===== src/rtl/knn_pkg.sv =====
// Shared constants, slot accessors and FSM encoding for the K-nearest-neighbour vote stage.
package knn_pkg;

    localparam int DATA_W    = 32;
    localparam int LABEL_W   = 8;
    localparam int DATA_INFO = DATA_W + LABEL_W;
    localparam int K         = 4;
    localparam int CNT_W     = $clog2(K + 1);
    localparam int IDX_W     = (K > 1) ? $clog2(K) : 1;
    localparam int LIST_W    = K * DATA_INFO;

    localparam int DIST_LSB  = 0;
    localparam int LABEL_LSB = DATA_W;

    localparam logic [DATA_W-1:0] EMPTY_DIST = {DATA_W{1'b1}};

    typedef enum logic [1:0] {
        ST_IDLE = 2'd0,
        ST_SCAN = 2'd1,
        ST_DONE = 2'd2
    } state_t;

    function automatic logic [DATA_W-1:0] slot_dist(input logic [LIST_W-1:0] list,
                                                    input logic [IDX_W-1:0]  idx);
        return list[int'(idx) * DATA_INFO + DIST_LSB +: DATA_W];
    endfunction

    function automatic logic [LABEL_W-1:0] slot_label(input logic [LIST_W-1:0] list,
                                                      input logic [IDX_W-1:0]  idx);
        return list[int'(idx) * DATA_INFO + LABEL_LSB +: LABEL_W];
    endfunction

endpackage


===== src/rtl/knn_label_match_cnt.sv =====
// Counts the non-empty slots of a neighbour snapshot whose label equals the candidate label.
module knn_label_match_cnt
    import knn_pkg::*;
(
    input  logic [LABEL_W-1:0] cand_label,
    input  logic [LIST_W-1:0]  snap,
    output logic [CNT_W-1:0]   match_cnt
);

    // Sum of label matches over all occupied slots
    always_comb begin
        match_cnt = {CNT_W{1'b0}};
        for (int j = 0; j < K; j++) begin
            if ((slot_dist(snap, IDX_W'(j)) != EMPTY_DIST) &&
                (slot_label(snap, IDX_W'(j)) == cand_label)) begin
                match_cnt = match_cnt + CNT_W'(1);
            end else begin
                match_cnt = match_cnt;
            end
        end
    end

endmodule


===== src/rtl/knn_vote.sv =====
// Sequential majority vote over a snapshot of the K-nearest-neighbour list, one candidate slot per cycle.
module knn_vote
    import knn_pkg::*;
(
    input  logic               clk,
    input  logic               rst,
    input  logic               vote_start,
    input  logic [LIST_W-1:0]  nb_list,
    output logic               busy,
    output logic               done,
    output logic [LABEL_W-1:0] class_label,
    output logic [CNT_W-1:0]   vote_count,
    output logic               no_valid
);

    state_t             state_r;
    logic [LIST_W-1:0]  snap_r;
    logic [CNT_W-1:0]   best_count_r;
    logic [DATA_W-1:0]  best_dist_r;
    logic [LABEL_W-1:0] best_label_r;
    logic [IDX_W-1:0]   index_r;

    logic [DATA_W-1:0]  cand_dist_s;
    logic [LABEL_W-1:0] cand_label_s;
    logic [CNT_W-1:0]   match_cnt_s;
    logic [CNT_W-1:0]   cand_cnt_s;
    logic               replace_s;
    logic [CNT_W-1:0]   nxt_count_s;
    logic [DATA_W-1:0]  nxt_dist_s;
    logic [LABEL_W-1:0] nxt_label_s;
    logic               last_s;

    knn_label_match_cnt u_match (
        .cand_label (cand_label_s),
        .snap       (snap_r),
        .match_cnt  (match_cnt_s)
    );

    // Candidate selection and best-so-far update; ties on count go to the strictly nearer slot
    always_comb begin
        cand_dist_s  = slot_dist(snap_r, index_r);
        cand_label_s = slot_label(snap_r, index_r);
        if (cand_dist_s == EMPTY_DIST) begin
            cand_cnt_s = {CNT_W{1'b0}};
        end else begin
            cand_cnt_s = match_cnt_s;
        end
        replace_s = (cand_cnt_s > best_count_r) ||
                    ((cand_cnt_s == best_count_r) && (cand_cnt_s != {CNT_W{1'b0}}) &&
                     (cand_dist_s < best_dist_r));
        if (replace_s) begin
            nxt_count_s = cand_cnt_s;
            nxt_dist_s  = cand_dist_s;
            nxt_label_s = cand_label_s;
        end else begin
            nxt_count_s = best_count_r;
            nxt_dist_s  = best_dist_r;
            nxt_label_s = best_label_r;
        end
        last_s = (index_r == IDX_W'(K - 1));
    end

    // Vote FSM with registered status and result outputs
    always_ff @(posedge clk or negedge rst) begin
        if (!rst) begin
            state_r      <= ST_IDLE;
            snap_r       <= {LIST_W{1'b0}};
            best_count_r <= {CNT_W{1'b0}};
            best_dist_r  <= {DATA_W{1'b0}};
            best_label_r <= {LABEL_W{1'b0}};
            index_r      <= {IDX_W{1'b0}};
            busy         <= 1'b0;
            done         <= 1'b0;
            class_label  <= {LABEL_W{1'b0}};
            vote_count   <= {CNT_W{1'b0}};
            no_valid     <= 1'b0;
        end else begin
            case (state_r)
                ST_IDLE: begin
                    done <= 1'b0;
                    if (vote_start) begin
                        snap_r       <= nb_list;
                        best_count_r <= {CNT_W{1'b0}};
                        best_dist_r  <= EMPTY_DIST;
                        best_label_r <= {LABEL_W{1'b0}};
                        index_r      <= {IDX_W{1'b0}};
                        busy         <= 1'b1;
                        state_r      <= ST_SCAN;
                    end else begin
                        busy    <= 1'b0;
                        state_r <= ST_IDLE;
                    end
                end
                ST_SCAN: begin
                    best_count_r <= nxt_count_s;
                    best_dist_r  <= nxt_dist_s;
                    best_label_r <= nxt_label_s;
                    if (last_s) begin
                        class_label <= nxt_label_s;
                        vote_count  <= nxt_count_s;
                        no_valid    <= (nxt_count_s == {CNT_W{1'b0}});
                        done        <= 1'b1;
                        busy        <= 1'b0;
                        state_r     <= ST_DONE;
                    end else begin
                        index_r <= index_r + IDX_W'(1);
                        state_r <= ST_SCAN;
                    end
                end
                ST_DONE: begin
                    done    <= 1'b0;
                    busy    <= 1'b0;
                    state_r <= ST_IDLE;
                end
                default: begin
                    done    <= 1'b0;
                    busy    <= 1'b0;
                    state_r <= ST_IDLE;
                end
            endcase
        end
    end

endmodule


===== config.mk =====
export PLATFORM = sky130hd
export DESIGN_NAME = knn_vote
export DESIGN_NICKNAME = d
export VERILOG_FILES = /design/src/rtl/knn_pkg.sv /design/src/rtl/knn_label_match_cnt.sv /design/src/rtl/knn_vote.sv
export SDC_FILE = /design/constraint.sdc
export NUM_CORES = 1
export LEC_CHECK = 0
export CAP_MARGIN = 20
export CORE_MARGIN = 2
export CORE_UTILIZATION = 50
export CTS_CLUSTER_DIAMETER = 100
export DETAILED_ROUTE_END_ITERATION = 6
export PLACE_DENSITY = 0.73
export SYNTH_ARGS = -nofsm -noshare
export SYNTH_HDL_FRONTEND = slang
export SYNTH_HIERARCHICAL = 1
export SYNTH_SLANG_ARGS = --single-unit

===== constraint.sdc =====
create_clock -name clk -period 11.4 [get_ports clk]
set_input_delay 1.14 -clock clk [delete_from_list [all_inputs] [get_ports clk]]
set_output_delay 1.14 -clock clk [all_outputs]
set_load 0.01 [all_outputs]

==> impl_metrics.csv <==
group,metric,value,unit
floorplanning,die_w,157,um
synth,synthesis.area,11700,um^2
power,p_total,0.00430,W
synth,synth_flop_cell,"dfrtp_1",
setup_path,cp_common_cell,"ha_1",
clock_tree,clockBufferDepth,3,
timing,setup_viol,0,
global_routing,grt_pass1_wl,47100,um
clock_tree,cts-htree-levels,1,
global_routing,grt_max_degree,194,
timing,rsz0062_at_grt,"no",
floorplanning,die_y,157,um
synth,synth_top_area_share,47.3,%
setup_path,end_kind,"flop",
synth,ys_seq_area_share,47.3,%
layout,antennaDiodeCount,0,
synth,synth_nets,1101,
drt,wl_per_cell,21.6,um
timing,fmax,0.153,GHz
clock_tree,cts_hold_buffers,0,
floorplanning,start_util,51.3,%
global_routing,grt_pass1_vias,8347,
power,pwr-share-comb,47.0,%
worst_hold_path,min_path_cells,1,
floorplanning,dieArea,24600,um^2
setup_path,crit_start,"index_r[0]",
clock_tree,clockRootBuffer,"clkbuf_16",
clock_tree,cts_inserted_buffers,24,
clock_tree,cts_tree,"built",
synth,synth-edff-count,0,
power,switching_power,0.00162,W
synth,ys_seq_elements,221,
worst_hold_path,hold_class,"flop to flop",
setup_path,crit_end,"best_label_r[3]",
timing,tns,0,ns
layout,num-nets-final,1262,
synth,synthCells,900,
power,p_leak,6.06,nW
flow_run,max-cap-violations,0,
power,clock_power_share,18.2,%
setup_path,cp.arrival,6.88,ns
setup_path,cp_data_required_time,11.75,ns
drt,first_pass_iters,4,
synth,yosysUniqueCellTypes,55,
timing,holdWs,0.482,ns
floorplanning,coreArea,22800,um^2
setup_path,r2r_start,"index_r[0]",
placement,port-buffer-count,176,
drt,drtAntennaViolNets,0,
power,sw_frac_of_total,37.8,%
synth,avgSynthCellArea,13.0,um^2
synth,ys_warn_count,6,
floorplanning,pin_count,177,
timing,period_share,57.3,%
drt,drt_iter0_drc,695,
setup_path,cp_max_fo,44,
worst_hold_path,hold_path.startpoint,"done",
timing,slew_headroom,29.1,%
power,p_per_area,296,nW/um^2
synth,yosysTopAreaCell,"dfrtp_1",
clock_tree,cts_resized,0,
setup_path,r2r_cells,19,
placement,hpwlAfterDp,22000,um
global_routing,antenna_found_initial,0,
setup_path,crit_slowest_cell,"nor3_1",
floorplanning,num_rows,55,
setup_path,crit_chain,"buf_4 -> mux4_2 -> xor2_1 -> nor4_1 -> and4_1 -> inv_1 -> ha_1 -> xor2_1 -> ha_1 -> mux2_1 -> nand2_1 -> inv_1 -> ha_1 -> nand3_1 -> a211oi_1 -> o211ai_1 -> or3_1 -> nor3_1 -> o221ai_1",
drt,drc,0,
drt,wl,30100,um
synth,async_flop_share,100,%
timing,worst_slew_pin_slew,1.06,ns
power,pwr-share-seq,34.8,%
timing,finalHoldViolCount,0,
timing,slew_viol_final,0,
power,vdd_drop_max,0.150,mV
global_routing,grt_usage,24.9,%
clock_tree,clkSlewWorstSetupHoldPaths,0.07,ns
layout,area_delta_synth_final,24.0,%
layout,drive_gt1_share,29.6,%
clock_tree,cts_setup_buffers,0,
placement,routabilityCongestion,0.863,
timing,fin_skew,0.0202,ns
clock_tree,cts_num_sinks,221,
drt,via_per_inst,5.89,
timing,min_period,6.53,ns
drt,vias,8193,
setup_path,reg2reg_slack,4.87,ns
setup_path,r2r-end,"best_label_r[3]",
setup_path,worstSetupPathType,"flop to flop",
clock_tree,clkLatencyLatePin,0.54,ns
power,cell_internal_pwr,0.00267,W
outcome,status,"finished clean",
setup_path,max_stage_delay,0.77,ns
setup_path,start_kind,"flop",
global_routing,grt_overflow,0,
synth,synthTopCellsByArea,"dfrtp_1, mux2_2, mux4_2",
-- how the worst min path moves through the flow --
stage / end / slack [ns]
after floorplan: best_label_r[0] / 0.47
after global placement: done / 0.47
after detailed placement: done / 0.47
after CTS: done / 0.49
after global routing: done / 0.50
final: done / 0.48
-- placed cells by master, fill, tap and decap left out, types with 4 or more instances in the layout --
master / instances
o21a_1: 6
mux4_2: 37
and3_1: 4
o311ai_0: 11
ha_1: 38
mux2_2: 163
mux2_4: 29
o221ai_1: 8
nor4_1: 19
or2_2: 32
nand3_1: 18
clkbuf_16: 24
a31oi_1: 8
a21oi_1: 12
a21o_1: 4
clkbuf_8: 8
clkbuf_1: 6
a32oi_1: 8
o211ai_1: 10
xnor2_1: 15
nor2_1: 16
dfrtp_1: 220
xor2_1: 19
clkinv_2: 5
buf_4: 6
inv_1: 49
clkdlybuf4s50_1: 175
nand4_1: 50
nor3_1: 4
nand2_1: 28
-- cell families after synthesis --
kind of cell	share of synthesized area, %
xor gates and xnor gates	2.69
and+or+nand+nor	9.00
buffers and inverters	3.77
AOI/OAI and AO/OA	5.80
muxes	27.4
adders and majority gates	4.07
DFF	47.3
-- worst max-delay path: cells and delay by family (launching register included) --
kind	cells	cell delay, ns
AOI/OAI and AO/OA	3	0.83
xor gates and xnor gates	2	0.41
adders and majority gates	3	0.84
buffers and inverters	3	0.74
DFF	1	0.34
muxes	2	1.04
and+or+nand+nor	6	2.13
-- routing by layer --
layer	track usage [%]	up-vias	part of all wire [%]	routed length (um)
met1	36.5	4117	45	13500
met4	7.47	0	3.0	913
met5	0	-	0	0
met3	3.94	58	6.4	1910
met2	38.6	298	46	13800
li1	-	3720	-	-
-- stage by stage --
stage	std cells	utilization, %	setup WS, ns	area [um^2]
2_1_floorplan	900	-	5.94	11700
3_3_place_gp	1347	60.0	5.13	13700
3_5_place_dp	1347	60.0	4.93	13700
4_1_cts	1391	63.6	4.93	14500
5_1_grt	1392	63.7	4.43	14500
6_report	1392	63.7	4.87	14500
-- power by group through the flow --
stage	Sequential, W	Clock (W)	Combinational, W
3_5_place_dp	0.00150	0	0.00201
3_3_place_gp	0.00149	0	0.00196
5_1_grt	0.00154	0.000823	0.00219
2_1_floorplan	0.00138	0	0.00168
6_report	0.00149	0.000781	0.00202
4_1_cts	0.00149	0.000792	0.00202
-- flip-flops by register name (all words and copies together) (netlist names) --
register	flops
class_label	8
vote_count	3
index_r	2
best_label_r	8
best_count_r	3
no_valid	1
state_r	2
done	1
snap_r	160
busy	1
best_dist_r	32
-- cells in the mapped netlist (4+ instances only) --
cell	number
xnor2_1	15
or2_2	32
a31oi_1	8
o311ai_0	11
a21oi_1	12
o221ai_1	8
o21a_1	6
buf_6	6
dfrtp_1	221
o211ai_1	10
and3_1	4
nor3_1	4
nand4_1	50
mux2_2	163
a32oi_1	8
xor2_1	19
mux2_4	29
nand3_1	18
buf_2	7
mux4_2	37
nand2_1	28
a21o_1	4
ha_1	38
nor4_1	19
inv_1	49
nor2_1	16
clkbuf_1	30
-- area by class of cell --
type                    count  area [um^2]
clock inverters             7         85.1
repair buffers            184         1860
multi-input cells         579         5730
flip-flops and latches    221         5530
clock buffers              37          719
fillers                  1729         8270
well taps                 313          392
inverters                  51          191
(Power assumes the default switching activity.)
